### src/rtl/alu_ctrl_seq.sv
// alu_ctrl_seq: start/done sequencer that latches operands, launches a multi-cycle ALU and waits for done with a timeout
module alu_ctrl_seq #(
    parameter int WIDTH      = 8,
    parameter int OP_W       = 2,
    parameter int TIMEOUT    = 16,
    parameter bit DONE_PULSE = 1'b0
) (
    input  logic             clk,
    input  logic             reset_a_n,
    input  logic             start,
    input  logic [OP_W-1:0]  op_in,
    input  logic [WIDTH-1:0] a_in,
    input  logic [WIDTH-1:0] b_in,
    input  logic             done_in,
    input  logic [WIDTH-1:0] result_in,
    output logic             alu_go,
    output logic [OP_W-1:0]  op_out,
    output logic [WIDTH-1:0] a_out,
    output logic [WIDTH-1:0] b_out,
    output logic [WIDTH-1:0] result_out,
    output logic             done_out,
    output logic             busy,
    output logic             timeout_err,
    output logic [2:0]       state_out
);
    localparam int TW = $clog2(TIMEOUT) + 1;
    localparam logic [TW-1:0] TMAX = TW'(TIMEOUT - 1);
    typedef enum logic [2:0] {
        IDLE   = 3'd0,
        LAUNCH = 3'd1,
        CALC   = 3'd2,
        FIN    = 3'd3,
        ERR    = 3'd4
    } state_t;
    state_t state, state_d;
    logic start_q, armed, launch;
    logic [TW-1:0] timer;
    // armed blocks a start that was already high when reset released
    assign launch = start & ~start_q & armed;
    always_ff @(posedge clk or negedge reset_a_n) begin
        if (!reset_a_n) state <= IDLE;
        else state <= state_d;
    end
    always_comb begin
        state_d = IDLE;
        case (state)
            IDLE:    state_d = launch ? LAUNCH : IDLE;
            LAUNCH:  state_d = CALC;
            CALC:    state_d = done_in ? FIN : (timer == TMAX) ? ERR : CALC;
            FIN:     state_d = (DONE_PULSE || !start) ? IDLE : FIN;
            ERR:     state_d = start ? ERR : IDLE;
            default: state_d = IDLE;
        endcase
    end
    always_ff @(posedge clk or negedge reset_a_n) begin
        if (!reset_a_n) begin
            start_q    <= 1'b0;
            armed      <= 1'b0;
            timer      <= '0;
            op_out     <= '0;
            a_out      <= '0;
            b_out      <= '0;
            result_out <= '0;
        end else begin
            start_q <= start;
            armed   <= armed | ~start;
            if (state == IDLE && launch) begin
                op_out <= op_in;
                a_out  <= a_in;
                b_out  <= b_in;
            end
            if (state == LAUNCH) timer <= '0;
            else if (state == CALC && !done_in && timer != TMAX) timer <= timer + 1'b1;
            if (state == CALC && done_in) result_out <= result_in;
        end
    end
    assign alu_go      = state == LAUNCH;
    assign busy        = state == LAUNCH || state == CALC;
    assign done_out    = state == FIN;
    assign timeout_err = state == ERR;
    assign state_out   = state;
endmodule
### config.mk
export PLATFORM = sky130hd
export DESIGN_NAME = alu_ctrl_seq
export DESIGN_NICKNAME = d
export VERILOG_FILES = /design/src/rtl/alu_ctrl_seq.sv
export SDC_FILE = /design/constraint.sdc
export NUM_CORES = 1
export LEC_CHECK = 0
export BUFFER_PORTS_ARGS = -buffer_cell sky130_fd_sc_hd__buf_2
export CAP_MARGIN = 15
export CORE_ASPECT_RATIO = 0.75
export CORE_MARGIN = 2
export CORE_UTILIZATION = 47
export CTS_CLUSTER_SIZE = 40
export DETAILED_ROUTE_END_ITERATION = 10
export HOLD_SLACK_MARGIN = 0.15
export PLACE_DENSITY = 0.78
export SYNTH_ARGS = -nofsm -noshare
export SYNTH_HDL_FRONTEND = slang
export SYNTH_SLANG_ARGS = --single-unit
### constraint.sdc
create_clock -name clk -period 2.1 [get_ports clk]
set_clock_uncertainty 0.05 [all_clocks]
set_input_delay 0.21 -clock clk [delete_from_list [all_inputs] [get_ports clk]]
set_output_delay 0.21 -clock clk [all_outputs]
set_load 0.01 [all_outputs]
; ---- Word-level counts from Yosys, hierarchy flattened
; Index checks and enable logic that the tools add are counted.
; W data, S select, Z words.
[word_totals]
ff_bits = 36
in_bits = 30
out_inout_bits = 33
wordCells = 36
[op_classes]
addsub = 1
n_eq_ne = 6
mux = 8
n_bitwise = 5
n_reduce_logical = 8
[ops]
columns = operator, n
row1 = $pmux W3 S5, 1
row2 = $mux W5, 2
row3 = $mux W3, 3
row4 = $eq A3 B2 Y1 const B, 2
row5 = $add A5 B1 Y5 const B, 1
row6 = $eq A5 B4 Y1 const B, 1
row7 = $ne A5 B4 Y1 const B, 1
row8 = $logic_and A1 B1 Y1, 4
row9 = $eq A3 B1 Y1 const B, 1
row10 = $eq A3 B3 Y1 const B, 1
row11 = $logic_not A3 Y1, 1
row12 = $and A1 B1 Y1, 2
row13 = $mux W2, 1
row14 = $not A1 Y1, 2
row15 = $reduce_bool A2 Y1, 1
row16 = $logic_not A1 Y1, 1
row17 = $logic_or A1 B1 Y1, 1
row18 = $mux W1, 1
row19 = $or A1 B1 Y1, 1

; ---- Longest topological paths before layout
; Gate-level depths: netlist (run 1).
[depth]
ltp_word = 5
mapped_depth = 6
depth_no_buf = 6

; ---- Worst setup path before layout (run 1)
; No wires, ideal clock.
[synth_timing]
path_type = register to register
from = register timer[0]
to = register timer[1]
setup_ns = 0.120
arrival_ns = 1.499
t_required_ns = 1.930
path_slack_ns = 0.431
stages_incl_launch_ff = 7
n_path_buf = 0
period_less_slack_ns = 1.669
path_cell_list = dfrtp_1 -> ha_1 -> and3_1 -> ha_1 -> nor2_1 -> nand2_1 -> a31o_2
[synth_between]
elab_chain_len = 3
word_cells_on_any_way = 6
classes_between = add/sub: 1 / eq/ne: 1 / mux: 2 / reduce/logical: 2
[synth_lines]
columns = element, line_no
row1 = start: declaration, 37  ; logic [TW-1:0] timer;
row2 = start signal: assignment, 73  ; else if (state == CALC && !done_in && timer != TMAX) timer <= timer + 1'b1;
row3 = $add A5 B1 Y5 / $ne A5 B4 Y1 (equally long branches), 73
row4 = $mux W5 / $logic_and A1 B1 Y1 (equally long branches), 73
row5 = $mux W5 / $reduce_bool A2 Y1 (equally long branches), --
; Parallel ways exist; a longest one is shown, timed or not. The select of a mux whose other input is x is not followed.
; A chain may end at the register's enable or synchronous reset.

; ---- Worst setup path after layout (run 1)
[layout_timing]
from = register state[0], in the netlist state_out[0]
to = output port alu_go
[layout_between]
elab_chain_len = 1
[layout_lines]
columns = element, line_no
row1 = start: declaration, 35  ; state_t state, state_d;
row2 = start signal: assignment, 42  ; else state <= state_d;
row3 = $eq A3 B1 Y1, 77  ; assign alu_go = state == LAUNCH;
row4 = end: declaration, 16  ; output logic alu_go,
; No other way between the ends.

==> impl_metrics.tcl, run 1 <==
set metrics [dict create \
    final_max_slew_viol_count 0 \
    routabilityCongestion 0.7892 \
    finalSetupViolations 0 \
    power.leakage_nw 1.163 \
    ys_ff_latch 36 \
    post_drt_wl_per_cell_um 13.43 \
    start_util 0.4861 \
    synthAdderAreaFrac 0.01587 \
    cts.repair.resized 0 \
    clk_latency_ns 0.28 \
    vias 1168 \
    clock-sinks 36 \
    cap_violations 0 \
    htree_num_levels 2 \
    synth_edf_count 0 \
    area_growth_pct 43.49 \
    slew_headroom 0.4878 \
    ios 63 \
    synthFlopType "dfrtp_1" \
    min_path_type "register to register" \
    multi_input_area_um2 605.6 \
    synth.distinct_cells 26 \
    portBuffers 62 \
    die_area_mm2 0.003838 \
    firstDrtPassIters 4 \
    grt_setup_unrepaired "no" \
    fp.coreArea_mm2 0.003243 \
    synth_mux_area_frac 0.2325 \
    path_class "register to output port" \
    power_density_mw_per_mm2 1272 \
    die_w_um 70.88 \
    synth_top_family_by_area "multiplexers" \
    synth.avg_cell_area_um2 14.20 \
    fin_tns_setup_ns 0 \
    synthSimpleGateAreaFrac 0.1183 \
    yosys_warnings 0 \
    die_h_um 54.16 \
    cp_max_fo 11 \
    power_mw 2.879 \
    drc 0 \
    layout_common_cells "buf_2 (62), dfrtp_1 (36), dlygate4sd3_1 (29)" \
    synthArstFlopShare 1.000 \
    path_cells "or3b_2, inv_1, buf_2" \
    grt_pass1_vias 1145 \
    final.setup.worst_slack_ns 0.2538 \
    cp-end-kind "output port" \
    regArea_um2 900.9 \
    clockBufferDepth 2 \
    routed_wirelength_mm 3.290 \
    grt_max_degree 37 \
    synth_nets 143 \
    gr-total-overflow 0 \
    fill_cells 234 \
    cts_tree "built" \
    finalNetCount 236 \
    status "completed" \
    finalCritPeriodShare 0.8791 \
    antenna_found_initial 0 \
    grt_util_all_layers 0.1834 \
    critPathBufInv 2 \
    dpl_worst_slack_ns 0.2877 \
    layout_commonest_cell "buf_2" \
    ys_seq_area_frac 0.5714 \
    drive_gt1_frac 0.4878 \
    synth_xor_area_frac 0.005556 \
    ir_drop_v 0.0006975 \
    grt_pass1_wl_mm 5.209 \
    avgViaCountPerCell 4.767 \
    cp-start-kind "register" \
    hold_viol_final 0 \
    cts-root-buf "clkbuf_8" \
    required_ns 1.84 \
    max_stage_delay_ns 0.58 \
    ant_nets 0 \
    critPathTopFamily "simple AND/OR/NAND/NOR gates" \
    place.detailed.hpwl_mm 2.208 \
    slowest_stage "or3b_2" \
    fmax_ghz 0.5417 \
    numCtsBuffers 5 \
    tightestPinTransition_ns 0.7682 \
    period_needed_ns 1.846 \
    rows 18 \
    drtIter0Drc 21 \
    critical_path_arrival_ns 1.59 \
    cts.clk_slew.worst_paths_ns 0.07 \
    syn_inst 111 \
    n_antenna_cell 0 \
    whs_ns 0.4176 \
    netlist_area_mm2 0.001577 \
    synth_compound_area_frac 0.01190 \
]
final cells by class:
class / count / share of cell area
Tap cell: 40 / 0.02212
Multi-Input combinational cell: 67 / 0.2677
Inverter: 2 / 0.003319
Sequential cell: 36 / 0.3982
Clock buffer: 8 / 0.03982
Timing Repair Buffer: 92 / 0.2688
logic make-up (layout without fill, tap and decap cells):
| group | count (synthesis) | in the layout |
|---|---|---|
| adder cells (fa/ha/maj) | 2 | 2 |
| AND/OR/NAND/NOR | 31 | 31 |
| multiplexers | 30 | 30 |
| flip-flops | 36 | 36 |
| XOR/XNOR | 1 | 1 |
| buffers and inverters | 8 | 102 |
| AO/OA/AOI/OAI | 3 | 3 |
path summary, 6_finish.rpt:
check	depth (start not counted)	to	start	slack, ns
hold / removal	1	armed	armed	0.42
setup / recovery	3	alu_go	state_out[0]	0.25
max in group asynchronous	2	result_out[2]	reset_a_n	1.02
setup reg to reg	3	result_out[5]	state_out[1]	0.28
min in group asynchronous	2	b_out[3]	reset_a_n	0.49
hold reg to reg	1	armed	armed	0.42
cells in the mapped netlist, drive strengths merged, types with 2 or more instances:
library cell / number / area [µm²]
and3: 3 / 18.77
nor2: 3 / 11.26
nand3b: 2 / 15.01
mux2i: 4 / 40.04
nand2: 7 / 26.28
buf: 5 / 58.80
nand2b: 4 / 25.02
nor3b: 2 / 20.02
dfrtp: 36 / 900.9
mux2: 26 / 326.6
inv: 2 / 7.510
ha: 2 / 25.02
and2: 2 / 12.51
nand3: 4 / 20.02
a21oi: 2 / 10.01
flip-flops by register name, indices dropped and copies added (netlist names):
signal / cells
a_out: 8
armed: 1
b_out: 8
op_out: 2
result_out: 8
start_q: 1
state_out: 3
timer: 5
timing repair:
action	4_1_cts	5_1_grt
hold endpoints to repair	65	0
hold buffers	29	0
setup buffers	0	0
endpoints found under the setup margin	0	0
routing by layer:
| layer | global-route usage | vias up | share of wire |
|---|---|---|---|
| met1 | 0.2172 | 553 | 0.43 |
| met2 | 0.3178 | 45 | 0.51 |
| li1 | - | 566 | - |
| met4 | 0.06604 | 0 | 0.0088 |
| met3 | 0.06367 | 4 | 0.056 |
| met5 | 0 | - | 0 |
metrics by stage:
stage / instances / utilization / cell area (µm²)
floorplan: 111 / - / 1577
global placement: 208 / 0.5802 / 1882
detailed placement: 208 / 0.5802 / 1882
CTS: 245 / 0.6975 / 2262
global route: 245 / 0.6975 / 2262
finish: 245 / 0.6975 / 2262
worst reg2reg max path, cell delays in order, from the launching register on:
cell     delay (ns)
dfrtp_1        0.50
nor3b_2        0.37
and2_1         0.40
mux2_2         0.39
power breakdown:
| part | total (mW) | internal [mW] | switching (mW) | leakage (nW) |
|---|---|---|---|---|
| combinational | 1.16 | 0.652 | 0.512 | 0.683 |
| clock | 0.483 | 0.267 | 0.216 | 0.0455 |
| sequential | 1.23 | 1.01 | 0.220 | 0.434 |
| total | 2.88 | 1.93 | 0.948 | 1.16 |
(Power assumes the default switching activity.)
==> run 2: changes to the inputs <==
- RECOVER_POWER: default -> 25
==> run 2 against run 1 <==
Effect of this change:
- cell count unchanged
- sequential power about the same
- clock-buffer cell count unchanged
- core utilization decreased by 0.96 points
- via count increased by 0.26%
- critical endpoint unchanged
==> impl_metrics.tcl, run 2 (synthesis gave the netlist of run 1 again) <==
set metrics [dict create \
    avgViaCountPerCell 4.780 \
    cap_violations 0 \
    routabilityCongestion 0.7892 \
    required_ns 1.84 \
    cts-root-buf "clkbuf_8" \
    whs_ns 0.4174 \
    grt_util_all_layers 0.1834 \
    holdPathEnd "armed" \
    period_needed_ns 1.843 \
    grtUsageMet1 0.2172 \
    grt_max_degree 37 \
    final.setup.worst_slack_ns 0.2567 \
    firstDrtPassIters 4 \
    grt_pass1_vias 1145 \
    grtUsageMet2 0.3178 \
    min_path_cells 1 \
    rows 18 \
    area_growth_pct 41.51 \
    grtUsageMet3 0.06367 \
    cp_max_fo 11 \
    p_int_mw 1.867 \
    reg2reg_to "result_out[5]" \
    ant_nets 0 \
    portBuffers 62 \
    cp-end-kind "output port" \
    final_max_slew_viol_count 0 \
    start_util 0.4861 \
    finalNonFillerCells 245 \
    pwr-share-comb 0.390 \
    tightestPinTransition_ns 0.7689 \
    drtIter0Drc 22 \
    fmax_ghz 0.5425 \
    critical_path_arrival_ns 1.58 \
    slew_headroom 0.4874 \
    drc 0 \
    power_density_mw_per_mm2 1264 \
    ios 63 \
    vias 1171 \
    fp.coreArea_mm2 0.003243 \
    fill_cells 254 \
    grt_setup_unrepaired "no" \
    routed_wirelength_mm 3.284 \
    gr-total-overflow 0 \
    clock-sinks 36 \
    dpl_worst_slack_ns 0.2877 \
    n_antenna_cell 0 \
    fin_area_mm2 0.002231 \
    pwr-share-seq 0.438 \
    hold_path_startpoint "armed" \
    reg2reg_depth 3 \
    die_area_mm2 0.003838 \
    p_clk_frac 0.171 \
    ir_drop_v 0.0006664 \
    place_inst 208 \
    place.detailed.hpwl_mm 2.208 \
    finalSetupViolations 0 \
    finalCritPeriodShare 0.8778 \
    critPathLaunch "state_out[0]" \
    post_cts_buffers 0 \
    p_sw_frac 0.3379 \
    antenna_found_initial 0 \
    top_regs "a_out (8), b_out (8), result_out (8)" \
    cts_tree "built" \
    path_class "register to output port" \
    fin_tns_setup_ns 0 \
    layout_commonest_cell "buf_2" \
    status "completed" \
    grt_pass1_wl_mm 5.209 \
    htree_num_levels 2 \
    die_h_um 54.16 \
    hold_viol_final 0 \
    power.leakage_nw 1.089 \
    finalNetCount 236 \
    cp-start-kind "register" \
    placed_area_mm2 0.001882 \
    clockBufferDepth 2 \
    rr_startpoint "state_out[1]" \
    drive_gt1_frac 0.3659 \
    numCtsBuffers 5 \
    rrSetupSlack_ns 0.28 \
    grt-busiest-layer "met2" \
    switching_power_uw 953.0 \
    fin_util 0.6879 \
    min_path_type "register to register" \
    clk_latency_ns 0.28 \
    die_w_um 70.88 \
    layout_common_cells "buf_2 (37), dfrtp_1 (36), dlygate4sd3_1 (29)" \
    power_mw 2.820 \
    post_drt_wl_per_cell_um 13.40 \
    cts.clk_slew.worst_paths_ns 0.07 \
]
==> run 2: changes by cell type in the layout (fill, tap and decap cells not counted) <==
| cell | previous run | this run |
|---|---|---|
| buf_2 | 62 | 37 |
| clkbuf_1 | 2 | 27 |
==> run 2: critical path: stages (launching register included) <==
cell and delay [ns]:
dfrtp_1 0.52, or3b_2 0.58, inv_1 0.08, buf_2 0.12
==> run 2: layout make-up <==
| type | count | area [µm²] | share of cell area |
|---|---|---|---|
| multi-input combinational | 67 | 605.6 | 0.2715 |
| timing repair buffer | 92 | 576.8 | 0.2586 |
| sequential | 36 | 900.9 | 0.4038 |
| clock buffer | 8 | 90.09 | 0.04038 |
| tap | 40 | 50.05 | 0.02243 |
| inverter | 2 | 7.507 | 0.003365 |
==> run 2: worst max-delay path by stage <==
stage,end,cells after the start
after global placement,result_out[4],3
after floorplan,timer[1],6
after CTS,alu_go,3
final,alu_go,3
after global routing,result_out[5],3
after detailed placement,result_out[5],3
==> run 2: repair_timing <==
item                                   4_1_cts  5_1_grt
endpoints found under the hold margin       65        0
hold buffers                                29        0
gates resized for setup                      0        0
==> run 2: power by group through the flow <==
stage	Combinational (mW)	Sequential [mW]	Clock, mW
3_5_place_dp	1.13	1.24	0
5_1_grt	1.21	1.28	0.536
3_3_place_gp	1.09	1.21	0
2_1_floorplan	0.648	1.31	0
4_1_cts	1.17	1.23	0.502
6_report	1.10	1.24	0.482
==> run 2: metal layers <==
| layer | part of all wire | up-vias |
|---|---|---|
| met4 | 0.0088 | 0 |
| met2 | 0.51 | 45 |
| met3 | 0.058 | 4 |
| li1 | - | 566 |
| met5 | 0 | - |
| met1 | 0.43 | 556 |
